===== src/rtl/pipeline_ctrl_pkg.sv =====
// Shared encodings and defaults for the 3-stage core sequencer.
// Covers FSM state codes, write-back source selects and the reset/drain lengths.
package pipeline_ctrl_pkg;

    typedef enum logic [2:0] {
        ST_RST    = 3'd0,
        ST_LOAD   = 3'd1,
        ST_IDLE   = 3'd2,
        ST_RUN    = 3'd3,
        ST_DRAIN  = 3'd4,
        ST_DUMP   = 3'd5,
        ST_HALTED = 3'd6
    } state_e;

    localparam logic [1:0] MXRB_SEL_ALU = 2'b00;
    localparam logic [1:0] MXRB_SEL_DM  = 2'b01;
    localparam logic [1:0] MXRB_SEL_PC  = 2'b10;

    localparam int unsigned DEF_RST_CYCLES   = 32'd2;
    localparam int unsigned DEF_DRAIN_CYCLES = 32'd2;

    localparam int CNT_W = 8;

    function automatic logic [31:0] sat_inc(input logic [31:0] v);
        return (v == 32'hFFFF_FFFF) ? v : v + 32'd1;
    endfunction

endpackage


===== src/rtl/pipeline_ctrl_hazard.sv =====
// Load-use detector: flags an ID instruction that reads a register an in-flight
// data-memory load in EX is about to write. Purely combinational.
module hazard_unit
    import pipeline_ctrl_pkg::*;
#(
    parameter logic [1:0] MXRB_DM = MXRB_SEL_DM
) (
    input  logic [3:0] id_ra_i,
    input  logic [3:0] id_rb_i,
    input  logic       id_use_ra_i,
    input  logic       id_use_rb_i,
    input  logic [3:0] ex_wc_i,
    input  logic       ex_w_rb_i,
    input  logic [1:0] ex_s_mxrb_i,
    output logic       hazard_o
);

    logic ex_is_load_s;
    logic ra_match_s;
    logic rb_match_s;

    assign ex_is_load_s = ex_w_rb_i & (ex_s_mxrb_i == MXRB_DM);
    assign ra_match_s   = id_use_ra_i & (id_ra_i == ex_wc_i);
    assign rb_match_s   = id_use_rb_i & (id_rb_i == ex_wc_i);
    assign hazard_o     = ex_is_load_s & (ra_match_s | rb_match_s);

endmodule


===== src/rtl/pipeline_ctrl.sv =====
// Lifecycle sequencer (boot, load, run, drain, dump) for the 3-stage core.
// Optional performance counters are built only when PIPELINE_CTRL_PERF_CNT_EN is defined.
module pipeline_ctrl
    import pipeline_ctrl_pkg::*;
#(
    parameter int unsigned RST_CYCLES   = DEF_RST_CYCLES,
    parameter int unsigned DRAIN_CYCLES = DEF_DRAIN_CYCLES,
    parameter logic [1:0]  MXRB_DM      = MXRB_SEL_DM
) (
    input  logic        CLK,
    input  logic        RESET,
    input  logic        start,
    input  logic        halt_req,
    input  logic        branch_taken,
    input  logic [3:0]  id_RA,
    input  logic [3:0]  id_RB,
    input  logic        id_use_RA,
    input  logic        id_use_RB,
    input  logic [3:0]  ex_WC,
    input  logic        ex_W_RB,
    input  logic [1:0]  ex_S_MXRB,
    output logic        pc_RESET,
    output logic        im_RESET,
    output logic        rb_RESET,
    output logic        tf_RESET,
    output logic        dm_RESET,
    output logic        pc_ENABLE,
    output logic        reg_ifid_exmem_ENABLE,
    output logic        reg_ifid_exmem_RESET,
    output logic        reg_exmem_wb_ENABLE,
    output logic        reg_exmem_wb_RESET,
    output logic        im_read_file,
    output logic        dm_write_file,
    output logic [2:0]  state,
    output logic [31:0] cycle_cnt,
    output logic [31:0] stall_cnt,
    output logic [31:0] flush_cnt
);

    localparam logic [CNT_W-1:0] RST_LOAD   = CNT_W'(RST_CYCLES - 32'd1);
    localparam logic [CNT_W-1:0] DRAIN_LOAD = CNT_W'(DRAIN_CYCLES - 32'd1);
    localparam logic [CNT_W-1:0] CNT_ONE    = {{(CNT_W-1){1'b0}}, 1'b1};

    state_e           state_q;
    logic [CNT_W-1:0] cnt_q;
    logic             hazard_s;
    logic             in_run_s;
    logic             flush_s;
    logic             stall_s;
    logic             halt_s;

    hazard_unit #(
        .MXRB_DM (MXRB_DM)
    ) u_hazard (
        .id_ra_i     (id_RA),
        .id_rb_i     (id_RB),
        .id_use_ra_i (id_use_RA),
        .id_use_rb_i (id_use_RB),
        .ex_wc_i     (ex_WC),
        .ex_w_rb_i   (ex_W_RB),
        .ex_s_mxrb_i (ex_S_MXRB),
        .hazard_o    (hazard_s)
    );

    // A taken branch squashes the hazard and halt of the wrong-path ID instruction.
    assign in_run_s = (state_q == ST_RUN);
    assign flush_s  = in_run_s & branch_taken;
    assign stall_s  = in_run_s & ~branch_taken & hazard_s;
    assign halt_s   = in_run_s & ~branch_taken & ~hazard_s & halt_req;

    // Lifecycle FSM with a shared down-counter for the RST and DRAIN dwell times.
    always_ff @(posedge CLK) begin
        if (RESET) begin
            state_q <= ST_RST;
            cnt_q   <= RST_LOAD;
        end else begin
            case (state_q)
                ST_RST: begin
                    if (cnt_q == '0) state_q <= ST_LOAD;
                    else             cnt_q   <= cnt_q - CNT_ONE;
                end
                ST_LOAD: state_q <= ST_IDLE;
                ST_IDLE: begin
                    if (start) state_q <= ST_RUN;
                    else       state_q <= ST_IDLE;
                end
                ST_RUN: begin
                    if (halt_s) begin
                        state_q <= ST_DRAIN;
                        cnt_q   <= DRAIN_LOAD;
                    end else begin
                        state_q <= ST_RUN;
                    end
                end
                ST_DRAIN: begin
                    if (cnt_q == '0) state_q <= ST_DUMP;
                    else             cnt_q   <= cnt_q - CNT_ONE;
                end
                ST_DUMP: state_q <= ST_HALTED;
                ST_HALTED: begin
                    if (start) begin
                        state_q <= ST_RST;
                        cnt_q   <= RST_LOAD;
                    end else begin
                        state_q <= ST_HALTED;
                    end
                end
                default: begin
                    state_q <= ST_RST;
                    cnt_q   <= RST_LOAD;
                end
            endcase
        end
    end

    // Control decode from the state register plus the RUN stall/flush/halt terms.
    always_comb begin
        pc_RESET              = 1'b0;
        im_RESET              = 1'b0;
        rb_RESET              = 1'b0;
        tf_RESET              = 1'b0;
        dm_RESET              = 1'b0;
        pc_ENABLE             = 1'b0;
        reg_ifid_exmem_ENABLE = 1'b0;
        reg_ifid_exmem_RESET  = 1'b0;
        reg_exmem_wb_ENABLE   = 1'b0;
        reg_exmem_wb_RESET    = 1'b0;
        im_read_file          = 1'b0;
        dm_write_file         = 1'b0;
        case (state_q)
            ST_LOAD:   im_read_file = 1'b1;
            ST_IDLE:   im_read_file = 1'b0;
            ST_RUN: begin
                pc_ENABLE             = ~(stall_s | halt_s);
                reg_ifid_exmem_ENABLE = 1'b1;
                reg_ifid_exmem_RESET  = flush_s | stall_s | halt_s;
                reg_exmem_wb_ENABLE   = 1'b1;
            end
            ST_DRAIN: begin
                reg_ifid_exmem_RESET = 1'b1;
                reg_exmem_wb_ENABLE  = 1'b1;
            end
            ST_DUMP:   dm_write_file = 1'b1;
            ST_HALTED: dm_write_file = 1'b0;
            default: begin
                pc_RESET             = 1'b1;
                im_RESET             = 1'b1;
                rb_RESET             = 1'b1;
                tf_RESET             = 1'b1;
                dm_RESET             = 1'b1;
                reg_ifid_exmem_RESET = 1'b1;
                reg_exmem_wb_RESET   = 1'b1;
            end
        endcase
    end

    assign state = state_q;

`ifdef PIPELINE_CTRL_PERF_CNT_EN
    logic [31:0] cycle_cnt_q;
    logic [31:0] stall_cnt_q;
    logic [31:0] flush_cnt_q;

    // Saturating performance counters, cleared whenever the sequencer is in RST.
    always_ff @(posedge CLK) begin
        if (RESET || (state_q == ST_RST)) begin
            cycle_cnt_q <= 32'd0;
            stall_cnt_q <= 32'd0;
            flush_cnt_q <= 32'd0;
        end else begin
            if (in_run_s || (state_q == ST_DRAIN)) cycle_cnt_q <= sat_inc(cycle_cnt_q);
            if (stall_s)                           stall_cnt_q <= sat_inc(stall_cnt_q);
            if (flush_s)                           flush_cnt_q <= sat_inc(flush_cnt_q);
        end
    end

    assign cycle_cnt = cycle_cnt_q;
    assign stall_cnt = stall_cnt_q;
    assign flush_cnt = flush_cnt_q;
`else
    assign cycle_cnt = 32'd0;
    assign stall_cnt = 32'd0;
    assign flush_cnt = 32'd0;
`endif

endmodule


===== config.mk =====
export PLATFORM = sky130hd
export DESIGN_NAME = pipeline_ctrl
export DESIGN_NICKNAME = d
export VERILOG_FILES = /design/src/rtl/pipeline_ctrl_pkg.sv /design/src/rtl/pipeline_ctrl_hazard.sv /design/src/rtl/pipeline_ctrl.sv
export SDC_FILE = /design/constraint.sdc
export NUM_CORES = 1
export LEC_CHECK = 0
export CAP_MARGIN = 20
export CORE_MARGIN = 3
export CORE_UTILIZATION = 37
export CTS_BUF_LIST = sky130_fd_sc_hd__clkbuf_2 sky130_fd_sc_hd__clkbuf_4 sky130_fd_sc_hd__clkbuf_8
export CTS_CLUSTER_SIZE = 8
export DETAILED_ROUTE_END_ITERATION = 16
export HOLD_SLACK_MARGIN = 0.02
export PLACE_DENSITY = 0.88
export RECOVER_POWER = 50
export SYNTH_ARGS = -nofsm -noshare
export SYNTH_HDL_FRONTEND = slang
export SYNTH_SLANG_ARGS = --single-unit

===== constraint.sdc =====
create_clock -name CLK -period 3.7 [get_ports CLK]
set_input_delay 0.74 -clock CLK [delete_from_list [all_inputs] [get_ports CLK]]
set_output_delay 0.74 -clock CLK [all_outputs]
set_load 0.05 [all_outputs]

# ---- After elaboration in Yosys (flattened, before gate mapping)
# Index checks and enable logic that the tools add are counted.
dict set report word_totals {
  output_inout_bits 111
  wordCells 60
  register_bits 11
  input_bits 22
}
dict set report classes {
  n_reduce_logical 9
  n_bitwise 17
  n_eq_ne 14
  addsub 1
  muxes 17
}
# operator n
set op_table {}
lappend op_table {{$pmux W8 S4} 1}
lappend op_table {{$mux W8} 3}
lappend op_table {{$pmux W3 S7} 1}
lappend op_table {{$mux W3} 4}
lappend op_table {{$and A1 B1 Y1} 9}
lappend op_table {{$eq A3 B3 Y1 const B} 3}
lappend op_table {{$eq A4 B4 Y1} 2}
lappend op_table {{$logic_not A8 Y1} 1}
lappend op_table {{$ne A2 B2 Y1 const B} 4}
lappend op_table {{$sub A8 B1 Y8 const B} 1}
lappend op_table {{$mux W1} 7}
lappend op_table {{$eq A3 B2 Y1 const B} 2}
lappend op_table {{$reduce_or A6 Y1} 1}
lappend op_table {{$not A1 Y1} 4}
lappend op_table {{$or A1 B1 Y1} 4}
lappend op_table {{$reduce_and A4 Y1} 1}
lappend op_table {{$reduce_or A2 Y1} 2}
lappend op_table {{$reduce_or A4 Y1} 1}
lappend op_table {{$eq A3 B1 Y1 const B} 1}
lappend op_table {{$logic_not A3 Y1} 1}
lappend op_table {{$reduce_or A3 Y1} 1}
lappend op_table {{$eq A2 B1 Y1 const B} 1}
lappend op_table {{$ne A2 B1 Y1 const B} 1}
lappend op_table {{$pmux W1 S2} 1}
lappend op_table {{$reduce_and A2 Y1} 1}

# ---- Depth between registers and ports, before layout
# Gate-level depths: netlist of run 1.
dict set report depth {
  word_depth 10
  mapped_depth 7
  depth_no_buf 6
}

# ---- Hierarchy
# A second synthesis of run 1 with hierarchy kept.
dict set report unflattened {
  hier_cells 212
  area_unflattened_um2 1630.3
}
# mod cells_per_inst n_inst area_each_um2 seq_area_each_um2
set modules_own_cells {}
lappend modules_own_cells {pipeline_ctrl 198 1 1525.2 220.2}
lappend modules_own_cells {hazard_unit 14 1 105.1 0.0}

# ---- Least setup slack after synthesis of run 1
# No wires, ideal clock.
dict set report synth_path {
  path_kind {reg-to-output}
  from {reg state_q[0], in the netlist state[0]}
  to {out im_RESET}
  path_buffers 3
  t_required_ns 2.960
  path_stages_with_launch 6
  t_arrival_ns 2.921
  slack_ns 0.039
  cell_sequence {dfxtp_1 -> buf_6 -> or2_2 -> buf_2 -> o21ai_0 -> buf_4}
}
dict set report synth_via {
  elab_chain_len 3
  word_cells_on_any_way 8
  cone_classes {6 x eq/ne; 1 x mux; 1 x reduce/logical}
}
# element line
set synth_lines {}
lappend synth_lines {{start: declaration} pipeline_ctrl.sv:44} ;# state_e state_q;
lappend synth_lines {{start signal: assignment} pipeline_ctrl.sv:74} ;# state_q <= ST_RST;
lappend synth_lines {{start signal: assignment} pipeline_ctrl.sv:79} ;# if (cnt_q == '0) state_q <= ST_LOAD;
lappend synth_lines {{start signal: assignment} pipeline_ctrl.sv:82} ;# ST_LOAD: state_q <= ST_IDLE;
lappend synth_lines {{$eq A3 B2 Y1, or another cell as far along} --}
lappend synth_lines {{$reduce_or A6 Y1 (no line) (*)} --}
lappend synth_lines {{$mux W1 (*)} --}
lappend synth_lines {{end: declaration} pipeline_ctrl.sv:23} ;# output logic im_RESET,
# Every way passes the cells marked *; elsewhere a longest branch is shown, timed or not.

# ---- Worst setup path after layout of run 1
dict set report layout_path {
  from {reg state_q[0], in the netlist state[0]}
  to {out tf_RESET}
}
dict set report layout_via {
  elab_chain_len 3
  word_cells_on_any_way 8
  cone_classes {6 x eq/ne; 1 x mux; 1 x reduce/logical}
}
# element line
set layout_lines {}
lappend layout_lines {{$eq A3 B2 Y1, or another cell as far along} pipeline_ctrl.sv:130} ;# case (state_q)
lappend layout_lines {{$reduce_or A6 Y1 (no line) (*)} --}
lappend layout_lines {{$mux W1 (*)} pipeline_ctrl.sv:130}
lappend layout_lines {{end: declaration} pipeline_ctrl.sv:25} ;# output logic tf_RESET,
# Marks and branches as above.

==> metrics.cfg, run 1 <==
[clocking]
cts_tree=built
cts_root_buffer=clkbuf_8
clk_pin_slew_ns=0.05
hold_buffers=0
clk_latency_ns=0.24
cts_resized=0
ctsHtreeMaxLevel=1
clockBufferDepth=2
cts_made_buffers=3
clock-sinks=11
post_cts_buffers=0

[pwr]
ir_drop_v=0.0003082
power.density_nw_per_um2=882.9
p_comb_frac=0.762
seq_power_share=0.150
sw_frac_of_total=0.6086
total_power_mw=1.514
switchingPower_mw=0.9217
p_leak_nw=0.8296
p_int_mw=0.5927
clockPowerShare=0.088

[synthesis]
yosys.cell_types.count=46
yosys_most_used_dff=dfxtp_1
yosysTopAreaCell=buf_4
synth_area_um2=1714
synth_top_area_frac=0.4467
ys_seq_area_frac=0.1285
synth_cells=213
async_reset_ff_frac=0
ys_warn_count=0
synth.avg_cell_area_um2=8.048
synth_edf_count=0
synth_area_leaders=buf_4, dfxtp_1, a311oi_2
synth_seq_cells=11

[layout]
post-route-cell-area_um2=1715
nets=268
area_growth_pct=0.07327
drive_above_1_share=0.07407
layoutNonFillerInstCount=295
fillers=447
sequential_cell_area_um2=220.2
utilization=0.3886
multi_input_area_um2=991.0
antenna_cells=0

[placement]
place_congestion=0.8353
dp.cells=291
placed_cell_area_um2=1714
io_buffer_count=36
hpwl_mm=2.573
pre_cts_ws_ns=0.5995

[sta]
tns_ns=0
finClkSkew_ns=0.003820
whs_ns=0.6110
slew_violations=0
tightestPinTransition_ns=0.6123
rsz0062_at_grt=no
period_share=0.8943
period_minus_slack_ns=3.309
hold_violations=0
final-setup-viol-count=0
timing.slew.headroom=0.5875
max_freq_mhz=302.2
postLayoutSetupSlackWorst_ns=0.3912

[floorplan]
die_h_um=74.07
core_area_um2=4414
dieArea_um2=5486
initial_core_util=0.3883
num_io_pins=133
row_count=24
die_w_um=74.07

[grt]
track_usage=0.1001
grt_pass1_vias=1003
grt_start_max_net_pins=14
grt_pass1_wl_mm=4.333
antenna_found_initial=0
grt.overflow.total=0

[min_path]
min_path_type=reg -> reg
min_from=cnt_q[0]$_SDFFE_PP1P_

[critical_path]
cp-startpoint=state[0]$_SDFFE_PP0P_
startpoint_type=flip-flop
critical_path_required_ns=2.96
cp_max_fo=12
worstSetupPathType=reg -> out
cp-end-kind=output pin
cp_data_arrival_time_ns=2.57
r2r_start=cnt_q[0]$_SDFFE_PP1P_

[detailed_routing]
detail_route.first_pass.iterations=4
drt.antenna.violating_nets=0
drt_iter0_markers=42
viasPerCell=4.193
wl_per_cell_um=10.44
vias=1237
drc=0
wl_mm=3.079

[outcome]
status=finished clean

[flow_run]
cap_violations=0

==> cell families (layout without fill, tap and decap cells) <==
group	after synthesis	in the layout	share of synthesized area
buf+inv	111	46	0.4759
simple gates	40	40	0.1416
compound gates	39	39	0.1905
flops	11	11	0.1285
xor+xnor	8	8	0.04088
fa+ha+maj	2	2	0.01460
other cells	1	96	0.002188
mux	1	1	0.005840
==> sequential cells by signal, indices dropped and copies added, names as in the netlist <==
register  cells
state         3
cnt_q         8
==> worst max-delay path: stages, from the launching register on <==
cell	delay (ns)
dfxtp_1	0.41
or2_2	0.45
o21ai_0	0.54
clkdlybuf4s50_1	0.92
==> metal layers <==
layer | wire length (µm) | track usage
met5 | 0 | 0
met3 | 361 | 0.02973
met4 | 13 | 0.04024
met2 | 1661 | 0.1870
met1 | 1042 | 0.1036
==> cells in the mapped netlist, types with 2 or more instances <==
master,n
buf_4,102
dfxtp_1,11
nand2_1,10
a21oi_1,8
nor2_1,8
xnor2_1,8
a311oi_2,6
inv_1,4
o21ai_0,4
a31oi_1,3
o211ai_1,3
o22ai_1,3
and3b_1,2
buf_6,2
ha_1,2
nand2b_1,2
nand3_1,2
nand4_1,2
nor3_1,2
nor3b_1,2
o21a_1,2
==> path summary, 6_finish.rpt <==
path	endpoint	slack (ns)	cells past startpoint
min	cnt_q[0]$_SDFFE_PP1P_	0.61	2
max	tf_RESET	0.39	3
min reg2reg	cnt_q[0]$_SDFFE_PP1P_	0.61	2
max reg2reg	cnt_q[0]$_SDFFE_PP1P_	1.86	6
==> area by class of cell <==
| type | instances | share of cell area |
|---|---|---|
| inverters | 5 | 0.01094 |
| repair buffers | 37 | 0.2166 |
| clock buffers | 4 | 0.02845 |
| flip-flops and latches | 11 | 0.1284 |
| multi-input cells | 186 | 0.5777 |
| well taps | 52 | 0.03793 |
==> layout by cell type, fill, tap and decap left out, drive strengths merged, types with 4 or more instances in the layout <==
master,instances
a21oi,9
nor2,8
clkdlybuf4s50,30
xnor2,8
dfxtp,11
clkbuf,5
o21ai,4
a311oi,6
inv,5
conb,96
nand2,11
dlygate4sd3,4
==> power by group through the flow <==
stage / Combinational, mW / Sequential, mW / Clock [mW]
floorplan: 1.06 / 0.234 / 0
global placement: 1.16 / 0.228 / 0
detailed placement: 1.19 / 0.229 / 0
CTS: 1.19 / 0.227 / 0.133
global route: 1.22 / 0.237 / 0.140
finish: 1.15 / 0.228 / 0.133
Note: power is estimated with default switching activity, not from simulation.
==> run 2, diff against run 1 <==
GPL_TIMING_DRIVEN = 0   (was not set)
RECOVER_POWER = 100   (was 50)
==> run 2 against run 1 <==
Compared with the run above:
- first-iteration DRC count increased by 24%
- die area unchanged
- global-route usage increased by 3.7 points
- routed wire length increased by 25%
- utilization increased by 18 points
- critical path depth increased by 3
- clock-buffer cell count unchanged
- sequential share of layout area decreased by 4.0 points
- final cell count increased by 35%
- non-clock buffer count increased by 104
- setup slack got worse by 0.18 ns
- largest cell class is now non-clock buffers
- largest power group unchanged
==> metrics.cfg, run 2 (same netlist as run 1, synthesis figures left out) <==
[layout]
fillers=414  ; was 447
area_growth_pct=45.62  ; was 0.07327%
sequential_cell_area_um2=220.2  ; unchanged
multi_input_area_um2=997.2  ; was 991.0 µm²
mostFrequentLayoutCells=buf_4, conb_1, clkdlybuf4s50_1  ; was conb_1, clkdlybuf4s50_1, dfxtp_1
drive_above_1_share=0.3516  ; was 0.07407
layoutNonFillerInstCount=399  ; was 295
nets=372  ; was 268
top_register=cnt_q  ; unchanged
antenna_cells=0  ; unchanged
final_common_cell=buf_4  ; was conb_1
largest_reg_flops=8  ; unchanged

[pwr]
sw_frac_of_total=0.5791  ; was 0.6086
seq_power_share=0.126  ; was 0.150
clockPowerShare=0.079  ; was 0.088
total_power_mw=1.664  ; was 1.514 mW
ir_drop_v=0.0003287  ; was 0.0003082 V
p_leak_nw=1.403  ; was 0.8296 nW
power.density_nw_per_um2=666.7  ; was 882.9 nW/µm²
p_int_mw=0.7004  ; was 0.5927 mW
switchingPower_mw=0.9637  ; was 0.9217 mW
p_comb_frac=0.794  ; was 0.762

[clocking]
clock-sinks=11  ; unchanged
ctsHtreeMaxLevel=1  ; unchanged
post_cts_buffers=0  ; unchanged
clk_latency_ns=0.24  ; about the same
clk_pin_slew_ns=0.05  ; about the same
cts_made_buffers=3  ; unchanged
cts_root_buffer=clkbuf_8  ; unchanged
hold_buffers=0  ; unchanged
clockBufferDepth=2  ; unchanged
cts_tree=built  ; unchanged

[sta]
slew_violations=0  ; unchanged
hold_violations=0  ; unchanged
final-setup-viol-count=0  ; unchanged
timing.slew.headroom=0.6128  ; was 0.5875
tightestPinTransition_ns=0.5747  ; was 0.6123 ns
postLayoutSetupSlackWorst_ns=0.2143  ; was 0.3912 ns
max_freq_mhz=286.9  ; was 302.2 MHz
period_share=0.9421  ; was 0.8943
finClkSkew_ns=0.001941  ; was 0.003820 ns
whs_ns=0.6109  ; was 0.6110 ns
period_minus_slack_ns=3.486  ; was 3.309 ns
rsz0062_at_grt=no  ; unchanged

[detailed_routing]
vias=1571  ; was 1,237
wl_mm=3.839  ; was 3.079 mm
drt.antenna.violating_nets=0  ; unchanged
detail_route.first_pass.iterations=4  ; unchanged
wl_per_cell_um=9.622  ; was 10.44 µm
drc=0  ; unchanged
viasPerCell=3.937  ; was 4.193
drt_iter0_markers=52  ; was 42

[floorplan]
dieArea_um2=5486  ; unchanged
row_count=24  ; unchanged
initial_core_util=0.3883  ; unchanged
die_w_um=74.07  ; unchanged
die_h_um=74.07  ; unchanged
core_area_um2=4414  ; unchanged
num_io_pins=133  ; unchanged

[grt]
grt.overflow.total=0  ; unchanged
track_usage=0.1368  ; was 0.1001
grt_pass1_vias=1423  ; was 1,003
antenna_found_initial=0  ; unchanged
grt_pass1_wl_mm=5.913  ; was 4.333 mm
grt_start_max_net_pins=11  ; was 14

[critical_path]
cp_data_arrival_time_ns=2.75  ; was 2.57 ns
startpoint_type=input port  ; was flip-flop
critical_path_required_ns=2.96  ; about the same
worstSetupPathType=in -> out  ; was reg -> out
cp_max_fo=5  ; was 12
cp-end-kind=output pin  ; unchanged

[flow_run]
cap_violations=0  ; unchanged

[min_path]
min_path_type=reg -> reg  ; unchanged

[placement]
hpwl_mm=3.265  ; was 2.573 mm
dp.cells=395  ; was 291
io_buffer_count=35  ; was 36
pre_cts_ws_ns=-0.04609  ; was 0.5995 ns
place_congestion=0.7644  ; was 0.8353

[outcome]
status=finished clean  ; unchanged

[run 2: area by class of cell]
cell class,instances,share of cell area
timing repair buffer,35,0.1398
tap,52,0.02607
sequential,11,0.08822
clock buffer,4,0.01955
buffer,106,0.3193
inverter,5,0.007519
multi-input combinational,186,0.3995
[run 2: power by group through the flow]
stage               Combinational [mW]  Clock [mW]  Sequential (mW)
floorplan                         1.06           0            0.234
global placement                  1.33           0            0.209
detailed placement                1.36           0            0.211
CTS                               1.36       0.134            0.209
global route                      1.41       0.141            0.215
finish                            1.32       0.132            0.210
[run 2: path summary, 6_finish.rpt]
path	startpoint	cells after the start	endpoint	slack, ns
setup / recovery	ex_S_MXRB[1]	6	pc_ENABLE	0.21
hold / removal	cnt_q[0]$_SDFFE_PP1P_	2	cnt_q[0]$_SDFFE_PP1P_	0.61
setup reg to reg	cnt_q[0]$_SDFFE_PP1P_	6	cnt_q[4]$_SDFFE_PP0P_	1.77
hold reg to reg	cnt_q[0]$_SDFFE_PP1P_	2	cnt_q[0]$_SDFFE_PP1P_	0.61
[run 2: worst max-delay path: stages]
cell and delay [ns]:
clkdlybuf4s50_1 0.45, and3b_1 0.19, nand4_1 0.13, o22ai_2 0.13, o31ai_1 0.19, dlygate4sd3_1 0.91
[run 2: what timing repair did]
action                                 in CTS  in global routing
resized for setup                           1                  1
endpoints found under the hold margin       0                  0
setup endpoints to repair                   1                  1
[run 2: per-stage QoR]
step,utilization,cell area (µm²),setup TNS [ns]
after floorplan,-,2071,0
after global placement,0.5632,2486,-0.01270
after detailed placement,0.5632,2486,-0.04609
after CTS,0.5740,2534,0
after global routing,0.5655,2496,0
final,0.5655,2496,0
[run 2: routing by layer]
layer | up-vias | GRT usage | share of wire
met5 | - | 0 | 0
met4 | 0 | 0.07445 | 0.034
met3 | 18 | 0.04054 | 0.12
met2 | 99 | 0.2559 | 0.52
met1 | 657 | 0.1335 | 0.32
li1 | 797 | - | -
